### src/rtl/alu_seq_pkg.sv
// alu_seq_pkg: shared constants and types for the ALU issue sequencer.
//   - MIPS32 opcode / funct field values understood by the decoder
//   - 3-bit ALU control encodings driven onto alu_control
//   - sequencer FSM state enum and operand-select enums
// Optional feature macro used by the users of this package: ALU_SEQ_OVF_EN.
package alu_seq_pkg;

  // Opcode field values (instr[31:26])
  localparam logic [5:0] OP_RTYPE = 6'h00;
  localparam logic [5:0] OP_ADDI  = 6'h08;
  localparam logic [5:0] OP_ANDI  = 6'h0C;
  localparam logic [5:0] OP_ORI   = 6'h0D;
  localparam logic [5:0] OP_XORI  = 6'h0E;

  // R-type funct field values (instr[5:0])
  localparam logic [5:0] FN_SLL  = 6'h00;
  localparam logic [5:0] FN_SRL  = 6'h02;
  localparam logic [5:0] FN_SLLV = 6'h04;
  localparam logic [5:0] FN_SRLV = 6'h06;
  localparam logic [5:0] FN_ADD  = 6'h20;
  localparam logic [5:0] FN_SUB  = 6'h22;
  localparam logic [5:0] FN_AND  = 6'h24;
  localparam logic [5:0] FN_OR   = 6'h25;
  localparam logic [5:0] FN_XOR  = 6'h26;

  // ALU control encodings; 3'b111 is never issued
  localparam logic [2:0] ALU_ADD = 3'b000;
  localparam logic [2:0] ALU_SUB = 3'b001;
  localparam logic [2:0] ALU_AND = 3'b010;
  localparam logic [2:0] ALU_OR  = 3'b011;
  localparam logic [2:0] ALU_XOR = 3'b100;
  localparam logic [2:0] ALU_SHL = 3'b101;
  localparam logic [2:0] ALU_SHR = 3'b110;

  typedef enum logic [1:0] {
    ST_IDLE = 2'd0,
    ST_EXEC = 2'd1,
    ST_WB   = 2'd2
  } state_e;

  // Operand A source
  typedef enum logic {
    A_SEL_RS = 1'b0,
    A_SEL_RT = 1'b1
  } a_sel_e;

  // Operand B source
  typedef enum logic [2:0] {
    B_SEL_RT    = 3'd0,  // rt_data
    B_SEL_SHAMT = 3'd1,  // zero-extended instr[10:6]
    B_SEL_RS5   = 3'd2,  // zero-extended rs_data[4:0]
    B_SEL_SEXT  = 3'd3,  // sign-extended imm16
    B_SEL_ZEXT  = 3'd4   // zero-extended imm16
  } b_sel_e;

  // Which signed-overflow rule applies in EXEC
  typedef enum logic [1:0] {
    OVF_NONE = 2'd0,
    OVF_ADD  = 2'd1,
    OVF_SUB  = 2'd2
  } ovf_kind_e;

  function automatic logic [31:0] sign_ext16(input logic [15:0] imm);
    return {{16{imm[15]}}, imm};
  endfunction

endpackage

### src/rtl/alu_seq_decode.sv
// alu_seq_decode: purely combinational MIPS32 decoder for the ALU sequencer.
// Ports:
//   instr       in   32  instruction word
//   alu_control out   3  ALU operation code
//   a_sel       out      operand A source
//   b_sel       out      operand B source
//   dest        out   5  destination register (rd for R-type, rt for I-type)
//   illegal     out   1  instruction not supported
//   ovf_kind    out      overflow rule (only with ALU_SEQ_OVF_EN)
module alu_seq_decode
  import alu_seq_pkg::*;
(
  input  logic [31:0] instr,
  output logic [2:0]  alu_control,
  output a_sel_e      a_sel,
  output b_sel_e      b_sel,
  output logic [4:0]  dest,
  output logic        illegal
`ifdef ALU_SEQ_OVF_EN
  ,
  output ovf_kind_e   ovf_kind
`endif
);

  logic [5:0] opcode_s;
  logic [5:0] funct_s;
  logic [4:0] rt_s;
  logic [4:0] rd_s;
  logic       unused_fields_s;

  assign opcode_s = instr[31:26];
  assign funct_s  = instr[5:0];
  assign rt_s     = instr[20:16];
  assign rd_s     = instr[15:11];
  // rs index and shamt are consumed by the top's operand mux, not here
  assign unused_fields_s = ^{instr[25:21], instr[10:6]};

  // Field decode into ALU op, operand selects, destination and legality
  always_comb begin
    alu_control = ALU_ADD;
    a_sel       = A_SEL_RS;
    b_sel       = B_SEL_RT;
    dest        = 5'd0;
    illegal     = 1'b0;
`ifdef ALU_SEQ_OVF_EN
    ovf_kind    = OVF_NONE;
`endif
    case (opcode_s)
      OP_RTYPE: begin
        dest = rd_s;
        case (funct_s)
          FN_ADD: begin
            alu_control = ALU_ADD;
`ifdef ALU_SEQ_OVF_EN
            ovf_kind    = OVF_ADD;
`endif
          end
          FN_SUB: begin
            alu_control = ALU_SUB;
`ifdef ALU_SEQ_OVF_EN
            ovf_kind    = OVF_SUB;
`endif
          end
          FN_AND: alu_control = ALU_AND;
          FN_OR:  alu_control = ALU_OR;
          FN_XOR: alu_control = ALU_XOR;
          // Shifts shift rt; amount from shamt or rs_data[4:0].
          // instr==0 (nop) lands here as sll r0 and retires silently.
          FN_SLL: begin
            alu_control = ALU_SHL;
            a_sel       = A_SEL_RT;
            b_sel       = B_SEL_SHAMT;
          end
          FN_SRL: begin
            alu_control = ALU_SHR;
            a_sel       = A_SEL_RT;
            b_sel       = B_SEL_SHAMT;
          end
          FN_SLLV: begin
            alu_control = ALU_SHL;
            a_sel       = A_SEL_RT;
            b_sel       = B_SEL_RS5;
          end
          FN_SRLV: begin
            alu_control = ALU_SHR;
            a_sel       = A_SEL_RT;
            b_sel       = B_SEL_RS5;
          end
          default: illegal = 1'b1;
        endcase
      end
      OP_ADDI: begin
        dest        = rt_s;
        alu_control = ALU_ADD;
        b_sel       = B_SEL_SEXT;
`ifdef ALU_SEQ_OVF_EN
        ovf_kind    = OVF_ADD;
`endif
      end
      OP_ANDI: begin
        dest        = rt_s;
        alu_control = ALU_AND;
        b_sel       = B_SEL_ZEXT;
      end
      OP_ORI: begin
        dest        = rt_s;
        alu_control = ALU_OR;
        b_sel       = B_SEL_ZEXT;
      end
      OP_XORI: begin
        dest        = rt_s;
        alu_control = ALU_XOR;
        b_sel       = B_SEL_ZEXT;
      end
      default: illegal = 1'b1;
    endcase
  end

endmodule

### src/rtl/alu_sequencer.sv
// alu_sequencer: multicycle issue controller driving a combinational ALU.
// Accepts one instruction per instr handshake, registers decoded operands,
// captures the ALU result one cycle later and offers it on the wb handshake.
// Optional feature macro: ALU_SEQ_OVF_EN (signed overflow trap on add/sub/addi,
// adds the ovf output).
// Ports:
//   clk, rst_n               clock, async active-low reset
//   instr_valid/instr_ready  instruction handshake
//   instr, rs_data, rt_data  instruction word and register operands
//   alu_a, alu_b, alu_control  registered ALU inputs
//   alu_result               combinational ALU output
//   wb_valid/wb_ready        writeback handshake, wb_addr/wb_data payload
//   illegal                  one-cycle pulse on an unsupported instruction
//   retired                  completed-instruction counter (wraps)
//   ovf                      one-cycle overflow pulse (ALU_SEQ_OVF_EN only)
module alu_sequencer
  import alu_seq_pkg::*;
#(
  parameter int CNT_W = 32
) (
  input  logic              clk,
  input  logic              rst_n,
  input  logic              instr_valid,
  output logic              instr_ready,
  input  logic [31:0]       instr,
  input  logic [31:0]       rs_data,
  input  logic [31:0]       rt_data,
  output logic [31:0]       alu_a,
  output logic [31:0]       alu_b,
  output logic [2:0]        alu_control,
  input  logic [31:0]       alu_result,
  output logic              wb_valid,
  input  logic              wb_ready,
  output logic [4:0]        wb_addr,
  output logic [31:0]       wb_data,
  output logic              illegal,
  output logic [CNT_W-1:0]  retired
`ifdef ALU_SEQ_OVF_EN
  ,
  output logic              ovf
`endif
);

  state_e           state_r, state_nx;
  logic             instr_ready_r, instr_ready_nx;
  logic [31:0]      alu_a_r, alu_a_nx;
  logic [31:0]      alu_b_r, alu_b_nx;
  logic [2:0]       alu_control_r, alu_control_nx;
  logic             wb_valid_r, wb_valid_nx;
  logic [4:0]       wb_addr_r, wb_addr_nx;
  logic [31:0]      wb_data_r, wb_data_nx;
  logic             illegal_r, illegal_nx;
  logic [CNT_W-1:0] retired_r, retired_nx;

  logic [2:0]       dec_alu_control_s;
  a_sel_e           dec_a_sel_s;
  b_sel_e           dec_b_sel_s;
  logic [4:0]       dec_dest_s;
  logic             dec_illegal_s;
  logic [31:0]      op_a_s;
  logic [31:0]      op_b_s;

`ifdef ALU_SEQ_OVF_EN
  ovf_kind_e        dec_ovf_kind_s;
  ovf_kind_e        ovf_kind_r, ovf_kind_nx;
  logic             ovf_r, ovf_nx;
  logic             ovf_hit_s;
`endif

  alu_seq_decode u_decode (
    .instr       (instr),
    .alu_control (dec_alu_control_s),
    .a_sel       (dec_a_sel_s),
    .b_sel       (dec_b_sel_s),
    .dest        (dec_dest_s),
    .illegal     (dec_illegal_s)
`ifdef ALU_SEQ_OVF_EN
    ,
    .ovf_kind    (dec_ovf_kind_s)
`endif
  );

  // Operand selection from the decoder's select flags
  always_comb begin
    op_a_s = (dec_a_sel_s == A_SEL_RT) ? rt_data : rs_data;
    case (dec_b_sel_s)
      B_SEL_RT:    op_b_s = rt_data;
      B_SEL_SHAMT: op_b_s = {27'd0, instr[10:6]};
      B_SEL_RS5:   op_b_s = {27'd0, rs_data[4:0]};
      B_SEL_SEXT:  op_b_s = sign_ext16(instr[15:0]);
      B_SEL_ZEXT:  op_b_s = {16'd0, instr[15:0]};
      default:     op_b_s = rt_data;
    endcase
  end

`ifdef ALU_SEQ_OVF_EN
  // Signed overflow of the in-flight add/sub, judged on the live ALU result
  always_comb begin
    case (ovf_kind_r)
      OVF_ADD: ovf_hit_s = (alu_a_r[31] == alu_b_r[31]) && (alu_result[31] != alu_a_r[31]);
      OVF_SUB: ovf_hit_s = (alu_a_r[31] != alu_b_r[31]) && (alu_result[31] != alu_a_r[31]);
      default: ovf_hit_s = 1'b0;
    endcase
  end
`endif

  // Next-state and next-output logic; registers hold unless a state acts
  always_comb begin
    state_nx       = state_r;
    alu_a_nx       = alu_a_r;
    alu_b_nx       = alu_b_r;
    alu_control_nx = alu_control_r;
    wb_valid_nx    = wb_valid_r;
    wb_addr_nx     = wb_addr_r;
    wb_data_nx     = wb_data_r;
    illegal_nx     = 1'b0;
    retired_nx     = retired_r;
`ifdef ALU_SEQ_OVF_EN
    ovf_kind_nx    = ovf_kind_r;
    ovf_nx         = 1'b0;
`endif
    case (state_r)
      ST_IDLE: begin
        if (instr_valid && dec_illegal_s) begin
          illegal_nx = 1'b1;
        end else if (instr_valid) begin
          alu_a_nx       = op_a_s;
          alu_b_nx       = op_b_s;
          alu_control_nx = dec_alu_control_s;
          wb_addr_nx     = dec_dest_s;
`ifdef ALU_SEQ_OVF_EN
          ovf_kind_nx    = dec_ovf_kind_s;
`endif
          state_nx       = ST_EXEC;
        end else begin
          state_nx = ST_IDLE;
        end
      end
      ST_EXEC: begin
        wb_data_nx = alu_result;
`ifdef ALU_SEQ_OVF_EN
        if (ovf_hit_s) begin
          ovf_nx   = 1'b1;
          state_nx = ST_IDLE;
        end else
`endif
        if (wb_addr_r == 5'd0) begin
          // r0 destination: retire without a writeback
          retired_nx = retired_r + CNT_W'(1);
          state_nx   = ST_IDLE;
        end else begin
          wb_valid_nx = 1'b1;
          state_nx    = ST_WB;
        end
      end
      ST_WB: begin
        if (wb_ready) begin
          wb_valid_nx = 1'b0;
          retired_nx  = retired_r + CNT_W'(1);
          state_nx    = ST_IDLE;
        end else begin
          state_nx = ST_WB;
        end
      end
      default: begin
        wb_valid_nx = 1'b0;
        state_nx    = ST_IDLE;
      end
    endcase
    // Registered ready: high exactly when the next state is IDLE
    instr_ready_nx = (state_nx == ST_IDLE);
  end

  // FSM state register
  always_ff @(posedge clk or negedge rst_n) begin
    if (!rst_n) begin
      state_r <= ST_IDLE;
    end else begin
      state_r <= state_nx;
    end
  end

  // Datapath and output registers
  always_ff @(posedge clk or negedge rst_n) begin
    if (!rst_n) begin
      instr_ready_r <= 1'b1;
      alu_a_r       <= 32'd0;
      alu_b_r       <= 32'd0;
      alu_control_r <= ALU_ADD;
      wb_valid_r    <= 1'b0;
      wb_addr_r     <= 5'd0;
      wb_data_r     <= 32'd0;
      illegal_r     <= 1'b0;
      retired_r     <= '0;
`ifdef ALU_SEQ_OVF_EN
      ovf_kind_r    <= OVF_NONE;
      ovf_r         <= 1'b0;
`endif
    end else begin
      instr_ready_r <= instr_ready_nx;
      alu_a_r       <= alu_a_nx;
      alu_b_r       <= alu_b_nx;
      alu_control_r <= alu_control_nx;
      wb_valid_r    <= wb_valid_nx;
      wb_addr_r     <= wb_addr_nx;
      wb_data_r     <= wb_data_nx;
      illegal_r     <= illegal_nx;
      retired_r     <= retired_nx;
`ifdef ALU_SEQ_OVF_EN
      ovf_kind_r    <= ovf_kind_nx;
      ovf_r         <= ovf_nx;
`endif
    end
  end

  assign instr_ready = instr_ready_r;
  assign alu_a       = alu_a_r;
  assign alu_b       = alu_b_r;
  assign alu_control = alu_control_r;
  assign wb_valid    = wb_valid_r;
  assign wb_addr     = wb_addr_r;
  assign wb_data     = wb_data_r;
  assign illegal     = illegal_r;
  assign retired     = retired_r;
`ifdef ALU_SEQ_OVF_EN
  assign ovf         = ovf_r;
`endif

endmodule

### config.mk
export PLATFORM = sky130hd
export DESIGN_NAME = alu_sequencer
export DESIGN_NICKNAME = d
export VERILOG_FILES = /design/src/rtl/alu_seq_pkg.sv /design/src/rtl/alu_seq_decode.sv /design/src/rtl/alu_sequencer.sv
export SDC_FILE = /design/constraint.sdc
export NUM_CORES = 1
export LEC_CHECK = 0
export BUFFER_PORTS_ARGS = -buffer_cell sky130_fd_sc_hd__buf_2
export CAP_MARGIN = 20
export CORE_MARGIN = 8
export CORE_UTILIZATION = 45
export DETAILED_ROUTE_END_ITERATION = 8
export PLACE_DENSITY = 0.75
export SLEW_MARGIN = 20
export SYNTH_ARGS = -nofsm -noshare
export SYNTH_HDL_FRONTEND = slang
export SYNTH_SLANG_ARGS = --single-unit
### constraint.sdc
create_clock -name clk -period 3.4 [get_ports clk]
set_input_delay 0.34 -clock clk [delete_from_list [all_inputs] [get_ports clk]]
set_output_delay 0.34 -clock clk [all_outputs]
set_load 0.1 [all_outputs]
-- Yosys cells after proc, flatten, opt, wreduce, memory -nomap -nowiden
Cells that the tools add are included.
- output and inout bits: 139
- logic and storage cells: 76
- register bits: 141
- input port bits: 132
- bitwise logic cells: 2
- equal/unequal tests: 21
- mux-type cells: 24
- reduce and logical (&&, ||, !) cells: 18
- $add $sub $neg: 1
- operators by type and width (operator ; count):
    $pmux W32 S4 ; 1
    $mux W32 ; 3
    $pmux W32 S2 ; 1
    $add A32 B1 Y32 const B ; 1
    $eq A6 B6 Y1 const B ; 5
    $eq A6 B4 Y1 const B ; 4
    $pmux W3 S6 ; 1
    $eq A6 B3 Y1 const B ; 2
    $logic_not A6 Y1 ; 2
    $pmux W3 S4 ; 1
    $pmux W5 S2 ; 1
    $pmux W3 S3 ; 1
    $reduce_and A3 Y1 ; 3
    $reduce_or A9 Y1 ; 1
    $mux W1 ; 8
    $reduce_or A2 Y1 ; 4
    $reduce_or A4 Y1 ; 2
    $eq A3 B2 Y1 const B ; 2
    $eq A6 B2 Y1 const B ; 1
    $mux W2 ; 3
    $ne A2 B2 Y1 const B ; 3
    $pmux W2 S3 ; 1
    $logic_not A5 Y1 ; 1
    $logic_not A2 Y1 ; 2
    other kinds (11) ; 12

-- Longest topological paths before layout
Gate-level depths: netlist of run 1.
- depth in word-level cells: 8
- mapped depth: 7
- gate-level depth less buffers: 6

-- Hierarchy
From an unflattened synthesis of run 1, not the netlist that was laid out.
- cell total of the unflattened synthesis: 677
- area total of the unflattened synthesis: 6622.6 um^2
- modules (own cells, without submodules) (module ; instances ; sequential area each (um^2) ; cells an instance ; area each (um^2)):
    alu_sequencer ; 1 ; 3529.6 ; 642 ; 6356.1
    alu_seq_decode ; 1 ; 0.0 ; 35 ; 266.5

-- Least setup slack after synthesis of run 1
No wires, ideal clock.
- path kind: reg-to-reg
- start: reg retired_r[3], in the netlist retired[3]
- end: reg retired_r[29], in the netlist retired[29]
- path slack: 0.958 ns
- clock period less this slack: 2.442 ns
- required time: 3.237 ns
- data arrival time: 2.279 ns
- library setup time: 0.163 ns
- buffers on the path: 0
- cell stages (with the launch flop): 6
- cell sequence: dfrtp_1 -> nand4_1 -> nor3_1 -> nand3_4 -> nor4_2 -> xor2_1
- cells in the longest elaborated chain, start to end: 3
- elaborated cells between the ends (all ways): 4
- those cells by class: add/sub: 1; mux: 3
- ends and longest elaborated chain (what ; RTL line ; source):
    start, declared ; alu_sequencer.sv:53 ; logic [CNT_W-1:0] retired_r, retired_nx;
    start signal, assigned ; alu_sequencer.sv:208 ; retired_r <= retired_nx;
    $add A32 B1 Y32 * ; alu_sequencer.sv:149, alu_sequencer.sv:159 ;
    $mux W32 (on tied branches) ; alu_sequencer.sv:157, alu_sequencer.sv:147 ;
    $pmux W32 S2 * ; alu_sequencer.sv:122 ; case (state_r)
Every way passes the cells marked *; elsewhere a longest branch is shown, timed or not. The select of a mux whose other input is x is not followed.
A chain may end at the register's enable or synchronous reset.

-- Worst setup path after layout of run 1
- start: reg state_r[0]
- end: reg alu_a_r[31], in the netlist alu_a[31]
- cells in the longest elaborated chain, start to end: 2
- ends and longest elaborated chain (what ; RTL line ; source):
    start, declared ; alu_sequencer.sv:44 ; state_e state_r, state_nx;
    start signal, assigned ; alu_sequencer.sv:179 ; state_r <= state_nx;
    $logic_not A2 Y1 ; alu_sequencer.sv:122 ;
    $reduce_and A3 Y1 (no source line) ; n/a ;
    end signal, assigned ; alu_sequencer.sv:201 ; alu_a_r <= alu_a_nx;
    end, declared ; alu_sequencer.sv:46 ; logic [31:0] alu_a_r, alu_a_nx;
No other way between the ends.

==> results.sh, run 1 <==
export IMPL_slew_headroom=0.4142
export IMPL_path_cells="nor3b_1, o211ai_2, nor2_8, buf_4, mux2_4"
export IMPL_ys_seq_area_frac=0.5164
export IMPL_port_buffers=265
export IMPL_setup_tns_ns=0
export IMPL_crit_arrival_ns=2.89
export IMPL_clk_pin_slew_ns=0.06
export IMPL_synth_area_per_cell_um2=13.12
export IMPL_endpoint_kind="flop"
export IMPL_ant_nets=0
export IMPL_synth_edff_count=0
export IMPL_multi_input_area_um2=3092
export IMPL_totalPowerFinal_mw=8.121
export IMPL_ys_flop_type="dfrtp_1"
export IMPL_dr_total_vias=5161
export IMPL_rsz0062_at_grt="false"
export IMPL_p_sw_mw=4.132
export IMPL_ir_drop_mv=0.5291
export IMPL_gp_routability_congestion=0.7767
export IMPL_antenna_found_initial=1
export IMPL_syn_area_um2=6835
export IMPL_use_met3=0.07763
export IMPL_cts_sinks=141
export IMPL_clkPwrFrac=0.239
export IMPL_antennaDiodeCount=0
export IMPL_ff_latch_area_um2=3530
export IMPL_avgViaCountPerCell=5.208
export IMPL_grt_total_usage=0.1872
export IMPL_path_class="flop to flop"
export IMPL_worstRegToRegCells=5
export IMPL_cts_max_level=4
export IMPL_nets=924
export IMPL_nFillCells=1274
export IMPL_start_util=0.4547
export IMPL_wirelength_um=18100
export IMPL_grt_start_max_net_pins=81
export IMPL_grt_busiest_layer="met2"
export IMPL_drc=0
export IMPL_cts_buffers=17
export IMPL_setup_ws_ns=0.8065
export IMPL_place_ws_ns=0.7224
export IMPL_crit_fanout=31
export IMPL_ctsLongestPathBuffers=2
export IMPL_hold_violations=0
export IMPL_syn2layout_area_growth_pct=30.77
export IMPL_intPower_mw=3.989
export IMPL_grt_pass1_wl_um=29230
export IMPL_cts_tree="done"
export IMPL_num_rows=45
export IMPL_drive_above_1_share=0.5542
export IMPL_p_sw_frac=0.5088
export IMPL_report_final_slew_viol_count=0
export IMPL_cts_repair_resized=0
export IMPL_fin_skew_ns=0.009126
export IMPL_coreArea_um2=15030
export IMPL_cp_slowest_cell="nor2_8"
export IMPL_hold_class="input pin to flop"
export IMPL_fmax_mhz=385.6
export IMPL_cap_violations=0
export IMPL_critical_path_required_ns=3.69
export IMPL_fin_crit_sh=0.7628
export IMPL_root_buffer="clkbuf_16"
export IMPL_worst_pin_slew_ns=0.8747
export IMPL_fin_hold_ws_ns=0.1629
export IMPL_async_reset_ff_frac=1.000
export IMPL_drt_wirelength_per_cell_um=18.26
export IMPL_die_y_um=139.2
export IMPL_dieArea_um2=19390
export IMPL_seqPwrFrac=0.279
export IMPL_leakage_nw=4.520
export IMPL_status="complete, no violations"
export IMPL_overflow=0
export IMPL_clock_latency_ns=0.41
export IMPL_power_density_nw_per_um2=908.5
export IMPL_postSynthNetCount=654
export IMPL_firstDrtPassIters=5
export IMPL_die_w_um=139.2
export IMPL_postSynthCellCount=521
export IMPL_ios=271
export IMPL_combPwrFrac=0.482
export IMPL_use_met1=0.2148
export IMPL_min_path_cells=2
export IMPL_finalWorstPathRequiredPeriod_ns=2.594
export IMPL_hpwl_um=13550
export IMPL_grt_pass1_vias=5676
export IMPL_grtUsageMet2=0.3130
export IMPL_setup_viol=0
export IMPL_ys_ff_latch=141
export IMPL_slowest_delay_ns=0.64
export IMPL_drt_iter0_markers=247
export IMPL_ys_warn_count=0
export IMPL_synth_distinct_cells=53
export IMPL_critPathLaunchType="flop"
[worst max-delay path, delay by kind of cell, from the launching register on]
kind	cells	cell delay, ns
AO/OA/AOI/OAI	1	0.26
buffers and inverters	1	0.36
flip-flops	1	0.49
multiplexers	1	0.32
AND/OR/NAND/NOR	2	1.04
[cell usage in the layout, fill, tap and decap left out, types with 3 or more instances in the layout]
cell and n:
a2bb2oi_1 16, clkbuf_16 17, mux2i_1 5, xor2_1 17, xnor2_1 14, buf_4 8
mux2_2 68, nand4_1 13, mux2_4 51, nand3_1 14, nor3_2 5, o21ai_0 5
nor2_1 25, clkinv_4 3, nor3_1 11, a21oi_1 8, clkinv_2 4, a22o_1 17
buf_2 264, nand2_1 34, o22ai_1 3, a21boi_0 4, dfrtp_1 140, inv_1 6
bufinv_16 4, nand2b_1 5
[path summary, 6_finish.rpt]
path / startpoint / to / slack (ns)
max in group asynchronous: rst_n / alu_b[20] / 2.08
worst max-delay path: state_r[0] / alu_a[31] / 0.81
worst min register to register: retired[31] / retired[31] / 0.47
min in group asynchronous: rst_n / retired[17] / 0.52
worst min-delay path: alu_result[15] / wb_data[15] / 0.16
worst max register to register: state_r[0] / alu_a[31] / 0.81
[registers in the layout (all words and copies together), names as in the netlist]
register / cells
alu_a: 32
alu_b: 32
alu_control: 3
illegal: 1
instr_ready: 1
retired: 32
state_r: 2
wb_addr: 5
wb_data: 32
wb_valid: 1
[per-layer routing]
layer | wire length (um) | up-vias
met5 | 8 | -
li1 | - | 2423
met4 | 202 | 2
met2 | 8804 | 194
met1 | 7517 | 2521
met3 | 1563 | 21
[synthesized netlist by cell type, types with 2 or more instances]
cell,instances,area (um^2)
nor3b_1,2,15.01
nand3_1,14,70.07
buf_12,5,100.1
nor2_1,25,93.84
nor3_2,5,50.05
and3_1,2,12.51
mux2i_1,5,50.05
a21oi_1,8,40.04
xnor2_1,14,122.6
nand2_1,34,127.6
nor3_1,11,55.05
a21boi_0,4,30.03
or3_1,2,12.51
nand4_1,13,81.33
mux2_2,68,765.7
mux2_4,51,765.7
buf_2,5,25.02
o21ai_0,5,25.02
o31ai_1,2,15.01
nor2b_1,3,18.77
xor2_1,17,148.9
dfrtp_1,140,3503
clkbuf_1,11,41.29
nand2b_1,5,31.28
a2bb2oi_1,16,140.1
nor4_2,2,25.02
o22ai_1,3,18.77
a22o_1,17,148.9
a221o_1,2,20.02
buf_4,2,15.01
inv_1,6,22.52
[power groups by stage]
stage | Clock (mW) | Sequential [mW] | Combinational (mW)
floorplan | 0 | 4.95 | 0.574
global placement | 0 | 2.27 | 3.91
detailed placement | 0 | 2.28 | 3.94
CTS | 2.00 | 2.27 | 3.94
global route | 2.07 | 2.31 | 4.03
finish | 1.94 | 2.26 | 3.91
[cells by family (layout without fill, tap and decap cells)]
group	Yosys count	in the layout	synth area share
AND/OR/NAND/NOR	128	128	0.1031
XOR/XNOR	31	31	0.03972
multiplexers	124	124	0.2314
flip-flops	141	141	0.5164
buffers and inverters	31	313	0.03203
AO/OA/AOI/OAI	65	65	0.07560
adder cells (fa/ha/maj)	1	1	0.001830
[final cells by class]
class                   count  share of cell area
clock buffers              17             0.04759
clock inverters            14             0.02142
inverters                   6            0.002520
multi-input cells         349              0.3459
flip-flops and latches    141              0.3949
well taps                 188             0.02632
repair buffers            276              0.1614
[per-stage QoR]
step	instance area, um^2	utilization	std cells
finish	8939	0.5946	991
global route	8939	0.5946	991
CTS	8939	0.5946	991
detailed placement	8312	0.5529	959
global placement	8312	0.5529	959
floorplan	6835	-	521
[what timing repair did]
action | in CTS | in global routing
hold endpoints to repair | 23 | 0
setup buffers | 0 | 0
hold buffers | 1 | 0
No activity file was read; power rests on OpenSTA's default activity.
==> run 2: changes to the inputs <==
- clock period: 3.4 -> 2.4 ns (I/O delays scaled with it)
==> run 2 against run 1 <==
- utilization increased by 0.58 points
- non-clock buffer count up 11
- cell count up 1.2%
- die area unchanged
- worst setup slack got worse by 0.59 ns
- cell area grew 0.98%
- critical endpoint is now retired[31]
==> results.sh, run 2 (synthesized netlist as in run 1, its figures left out) <==
export IMPL_status="complete, no violations"
export IMPL_die_y_um=139.2
export IMPL_fin_hold_ws_ns=0.05175
export IMPL_cts_sinks=141
export IMPL_p_sw_mw=5.877
export IMPL_setup_tns_ns=0
export IMPL_r2r_end="retired[31]"
export IMPL_ir_drop_mv=0.8121
export IMPL_gp_routability_congestion=0.7873
export IMPL_ff2ff_setup_slack_ns=0.21
export IMPL_endpoint_kind="flop"
export IMPL_fin_crit_sh=0.9116
export IMPL_worstRegToRegCells=5
export IMPL_post_cts_buffers=0
export IMPL_nFillCells=1219
export IMPL_drive_above_1_share=0.5620
export IMPL_die_w_um=139.2
export IMPL_antennaDiodeCount=0
export IMPL_grt_pass1_vias=5640
export IMPL_p_sw_frac=0.5204
export IMPL_ctsLongestPathBuffers=2
export IMPL_grt_total_usage=0.1910
export IMPL_syn2layout_area_growth_pct=32.05
export IMPL_combPwrFrac=0.492
export IMPL_drt_iter0_markers=249
export IMPL_hold_violations=0
export IMPL_slew_headroom=0.6239
export IMPL_coreArea_um2=15030
export IMPL_dr_total_vias=5232
export IMPL_hold_class="input pin to flop"
export IMPL_min_to="wb_data[18]"
export IMPL_path_class="flop to flop"
export IMPL_dp_cells=970
export IMPL_cts_repair_resized=0
export IMPL_clock_latency_ns=0.42
export IMPL_hpwl_um=13940
export IMPL_rsz0062_at_grt="false"
export IMPL_cts_buffers=17
export IMPL_cap_violations=0
export IMPL_cts_tree="done"
export IMPL_ios=271
export IMPL_fin_skew_ns=0.009416
export IMPL_cts_max_level=4
export IMPL_critPathLaunchType="flop"
export IMPL_root_buffer="clkbuf_16"
export IMPL_crit_fanout=9
export IMPL_hold_start="alu_result[18]"
export IMPL_num_rows=45
export IMPL_intPower_mw=5.416
export IMPL_dieArea_um2=19390
export IMPL_r2r_start="state_r[1]"
export IMPL_antenna_found_initial=0
export IMPL_crit_arrival_ns=2.53
export IMPL_nets=935
export IMPL_stdcell_count=1003
export IMPL_leakage_nw=4.548
export IMPL_power_density_nw_per_um2=1251
export IMPL_avgViaCountPerCell=5.216
export IMPL_wirelength_um=18340
export IMPL_report_final_slew_viol_count=0
export IMPL_grt_pass1_wl_um=29640
export IMPL_clk_pin_slew_ns=0.06
export IMPL_min_path_cells=2
export IMPL_overflow=0
export IMPL_drc=0
export IMPL_final_common_cell="buf_2"
export IMPL_critical_path_required_ns=2.74
export IMPL_grt_start_max_net_pins=62
export IMPL_setup_viol=0
export IMPL_worst_pin_slew_ns=0.5598
export IMPL_port_buffers=265
export IMPL_ff_latch_area_um2=3533
export IMPL_fmax_mhz=457.1
export IMPL_drt_wirelength_per_cell_um=18.28
export IMPL_cts_hold_buf=1
export IMPL_clkPwrFrac=0.223
export IMPL_seqPwrFrac=0.285
export IMPL_firstDrtPassIters=4
export IMPL_start_util=0.4547
export IMPL_finalWorstPathRequiredPeriod_ns=2.188
export IMPL_ant_nets=0
export IMPL_most_common_layout_cells="buf_2 (264), dfrtp_1 (137), mux2_2 (68)"
export IMPL_multi_input_area_um2=3092
[run 2: cell types whose count changed in the layout (fill, tap and decap cells not counted)]
cell / delta
dfrtp_2: +3
inv_6: +2
clkbuf_1: +2
bufinv_16: -3
clkbuf_8: +2
clkinvlp_4: +4
buf_4: +7
dfrtp_1: -3
clkinv_4: -3
clkinv_2: -3
buf_12: +4
[run 2: worst max path at each step]
stage,from,to,slack (ns),cells after the start
3_5_place_dp,state_r[1],retired[29],0.22,5
2_1_floorplan,retired[4],retired[29],0.005,5
3_3_place_gp,instr[31],alu_b[0],0.26,7
6_report,state_r[1],retired[31],0.21,5
4_1_cts,state_r[1],retired[26],0.21,5
5_1_grt,state_r[1],retired[26],0.04,5
[run 2: stage by stage]
step | power (mW) | utilization | setup slack (ns) | cell area [um^2]
global placement | 8.777 | 0.5620 | 0.2595 | 8448
detailed placement | 8.832 | 0.5620 | 0.2175 | 8448
CTS | 11.40 | 0.6004 | 0.2105 | 9026
global route | 11.70 | 0.6004 | 0.04213 | 9026
finish | 11.29 | 0.6004 | 0.2122 | 9026
floorplan | 7.832 | - | 0.005381 | 6839
[run 2: power by group through the flow]
stage / registers [mW] / clock network (mW) / logic [mW]
floorplan: 7.02 / 0 / 0.813
global placement: 3.24 / 0 / 5.54
detailed placement: 3.24 / 0 / 5.59
CTS: 3.23 / 2.58 / 5.59
global route: 3.29 / 2.70 / 5.71
finish: 3.22 / 2.52 / 5.55
[run 2: layout make-up]
| class | instances | share of cell area |
|---|---|---|
| flip-flops and latches | 141 | 0.3915 |
| multi-input cells | 349 | 0.3425 |
| repair buffers | 287 | 0.1745 |
| clock buffers | 21 | 0.05101 |
| well taps | 188 | 0.02606 |
| clock inverters | 11 | 0.01192 |
| inverters | 6 | 0.002495 |
[run 2: worst max-delay path: stages, from the launching register on]
cell and delay (ns):
dfrtp_1 0.46, or4b_1 0.56, o22ai_2 0.42, nand3_4 0.27, nor3_2 0.24, xor2_1 0.15
[run 2: metal layers]
metal,share of wire,vias to the layer above,track usage
li1,-,2458,-
met1,0.42,2529,0.2250
met2,0.47,223,0.3071
met3,0.092,22,0.08071
met4,0.018,0,0.06759
met5,0,-,0
==> run 3: changes to the inputs <==
- CORE_UTILIZATION: 45 -> 54
- CTS_BUF_LIST: unset -> sky130_fd_sc_hd__clkbuf_8
- PLACE_DENSITY: 0.75 -> 0.88
- clock period: 2.4 -> 2.6 ns (I/O delays scaled with it)
==> run 3 against run 2 <==
- total power down 14%
- register-to-register slack better by 0.19 ns
- wire length increased by 3.3%
- largest cell class unchanged
- critical path type unchanged
==> results.sh, run 3 (synthesized netlist as in run 1, its figures left out) <==
export IMPL_num_rows=41
export IMPL_crit_arrival_ns=2.55
export IMPL_r2r_end="retired[24]"
export IMPL_drt_wirelength_per_cell_um=19.28
export IMPL_wirelength_um=18930
export IMPL_die_y_um=128.5
export IMPL_dr_total_vias=5354
export IMPL_leakage_nw=4.456
export IMPL_start_util=0.5483
export IMPL_slew_headroom=0.6451
export IMPL_post_cts_buffers=0
export IMPL_r2r_start="state_r[0]"
export IMPL_critPathLaunchType="flop"
export IMPL_ff_latch_area_um2=3530
export IMPL_firstDrtPassIters=6
export IMPL_final_common_cell="buf_2"
export IMPL_avgViaCountPerCell=5.452
export IMPL_cts_max_level=4
export IMPL_grt_pass1_wl_um=30310
export IMPL_path_class="flop to flop"
export IMPL_ant_nets=0
export IMPL_dieArea_um2=16510
export IMPL_die_w_um=128.5
export IMPL_drc=0
export IMPL_fin_crit_sh=0.8470
export IMPL_antennaDiodeCount=0
export IMPL_endpoint_kind="flop"
export IMPL_fmax_mhz=454.1
export IMPL_drive_above_1_share=0.5494
export IMPL_grt_pass1_vias=5928
export IMPL_worst_pin_slew_ns=0.5324
export IMPL_gp_routability_congestion=0.8264
export IMPL_hpwl_um=14570
export IMPL_totalPowerFinal_mw=9.703
export IMPL_crit_fanout=10
export IMPL_clock_latency_ns=0.43
export IMPL_cts_tree="done"
export IMPL_status="complete, no violations"
export IMPL_setup_viol=0
export IMPL_nets=930
export IMPL_fin_area_um2=8712
export IMPL_cap_violations=0
export IMPL_overflow=0
export IMPL_report_final_slew_viol_count=0
export IMPL_port_buffers=265
export IMPL_hold_start="alu_result[19]"
export IMPL_grt_total_usage=0.2323
export IMPL_cts_sinks=141
export IMPL_most_common_layout_cells="buf_2 (264), dfrtp_1 (140), mux2_2 (68)"
export IMPL_worstRegToRegCells=5
export IMPL_drt_iter0_markers=347
export IMPL_finalWorstPathRequiredPeriod_ns=2.202
export IMPL_ir_drop_mv=0.9949
export IMPL_place_area_um2=8349
export IMPL_ios=271
export IMPL_antenna_found_initial=1
export IMPL_setup_tns_ns=0
export IMPL_endpoint="retired[24]"
export IMPL_ff2ff_setup_slack_ns=0.40
export IMPL_root_buffer="clkbuf_8"
export IMPL_hold_class="input pin to flop"
export IMPL_grt_start_max_net_pins=62
export IMPL_multi_input_area_um2=3092
export IMPL_syn2layout_area_growth_pct=27.46
export IMPL_clk_pin_slew_ns=0.08
export IMPL_coreArea_um2=12470
export IMPL_nFillCells=904
export IMPL_cts_buffers=17
export IMPL_hold_violations=0
export IMPL_power_density_nw_per_um2=1114
export IMPL_rsz0062_at_grt="false"
export IMPL_critical_path_required_ns=2.95
export IMPL_utilization=0.6989
export IMPL_startpoint="state_r[0]"
export IMPL_ctsLongestPathBuffers=2
export IMPL_fin_skew_ns=0.01188
==> run 3: cell count changes in the layout (fill, tap and decap cells not counted), sizes merged <==
cell / delta
inv: +3
buf: -5
clkinv: +3
clkbuf: -2
clkinvlp: -4
==> run 3: critical path, cell delays in order (launching register included) <==
cell     delay (ns)
dfrtp_1        0.53
or4b_1         0.48
o22ai_2        0.40
nand2_1        0.23
nor3_1         0.29
xor2_1         0.19
==> run 3: repair_timing <==
action / CTS / global route
hold buffers: 1 / 0
gates resized for setup: 0 / 0
endpoints found under the hold margin: 45 / 0
==> run 3: how the worst min path moves through the flow <==
| stage | to | slack [ns] | cells after the start |
|---|---|---|---|
| 6_report | wb_data[19] | 0.06 | 2 |
| 5_1_grt | wb_data[14] | 0.03 | 2 |
| 4_1_cts | wb_data[14] | 0.03 | 2 |
| 3_5_place_dp | retired[20] | 0.22 | 1 |
| 3_3_place_gp | retired[20] | 0.22 | 1 |
| 2_1_floorplan | alu_a[0] | -0.04 | 0 |
==> run 3: metal layers <==
| layer | global-route usage | vias up | wire, um |
|---|---|---|---|
| met5 | 0 | - | 9 |
| met4 | 0.09399 | 2 | 404 |
| met3 | 0.07902 | 31 | 1766 |
| met2 | 0.4024 | 263 | 9433 |
| met1 | 0.2576 | 2621 | 7319 |
| li1 | - | 2437 | - |
==> run 3: area by class of cell <==
class / instances / area share
Timing Repair Buffer: 282 / 0.1722
Sequential cell: 141 / 0.4051
Clock inverter: 13 / 0.01048
Multi-Input combinational cell: 349 / 0.3549
Tap cell: 172 / 0.02470
Inverter: 6 / 0.002585
Clock buffer: 19 / 0.03002
==> run 3: power by group <==
| part | internal, mW | switching (mW) | total [mW] |
|---|---|---|---|
| registers | 2.67 | 0.308 | 2.98 |
| clock network | 0.782 | 0.798 | 1.58 |
| logic | 0.945 | 4.20 | 5.15 |
| total | 4.40 | 5.31 | 9.70 |
==> run 3: through the flow <==
step,setup WS [ns],hold slack (ns),std cells
final,0.3978,0.06110,982
after global routing,0.2556,0.02946,982
after CTS,0.3850,0.02702,982
after detailed placement,0.4385,0.2193,949
after global placement,0.5252,0.2178,949
after floorplan,0.1578,-0.03559,521
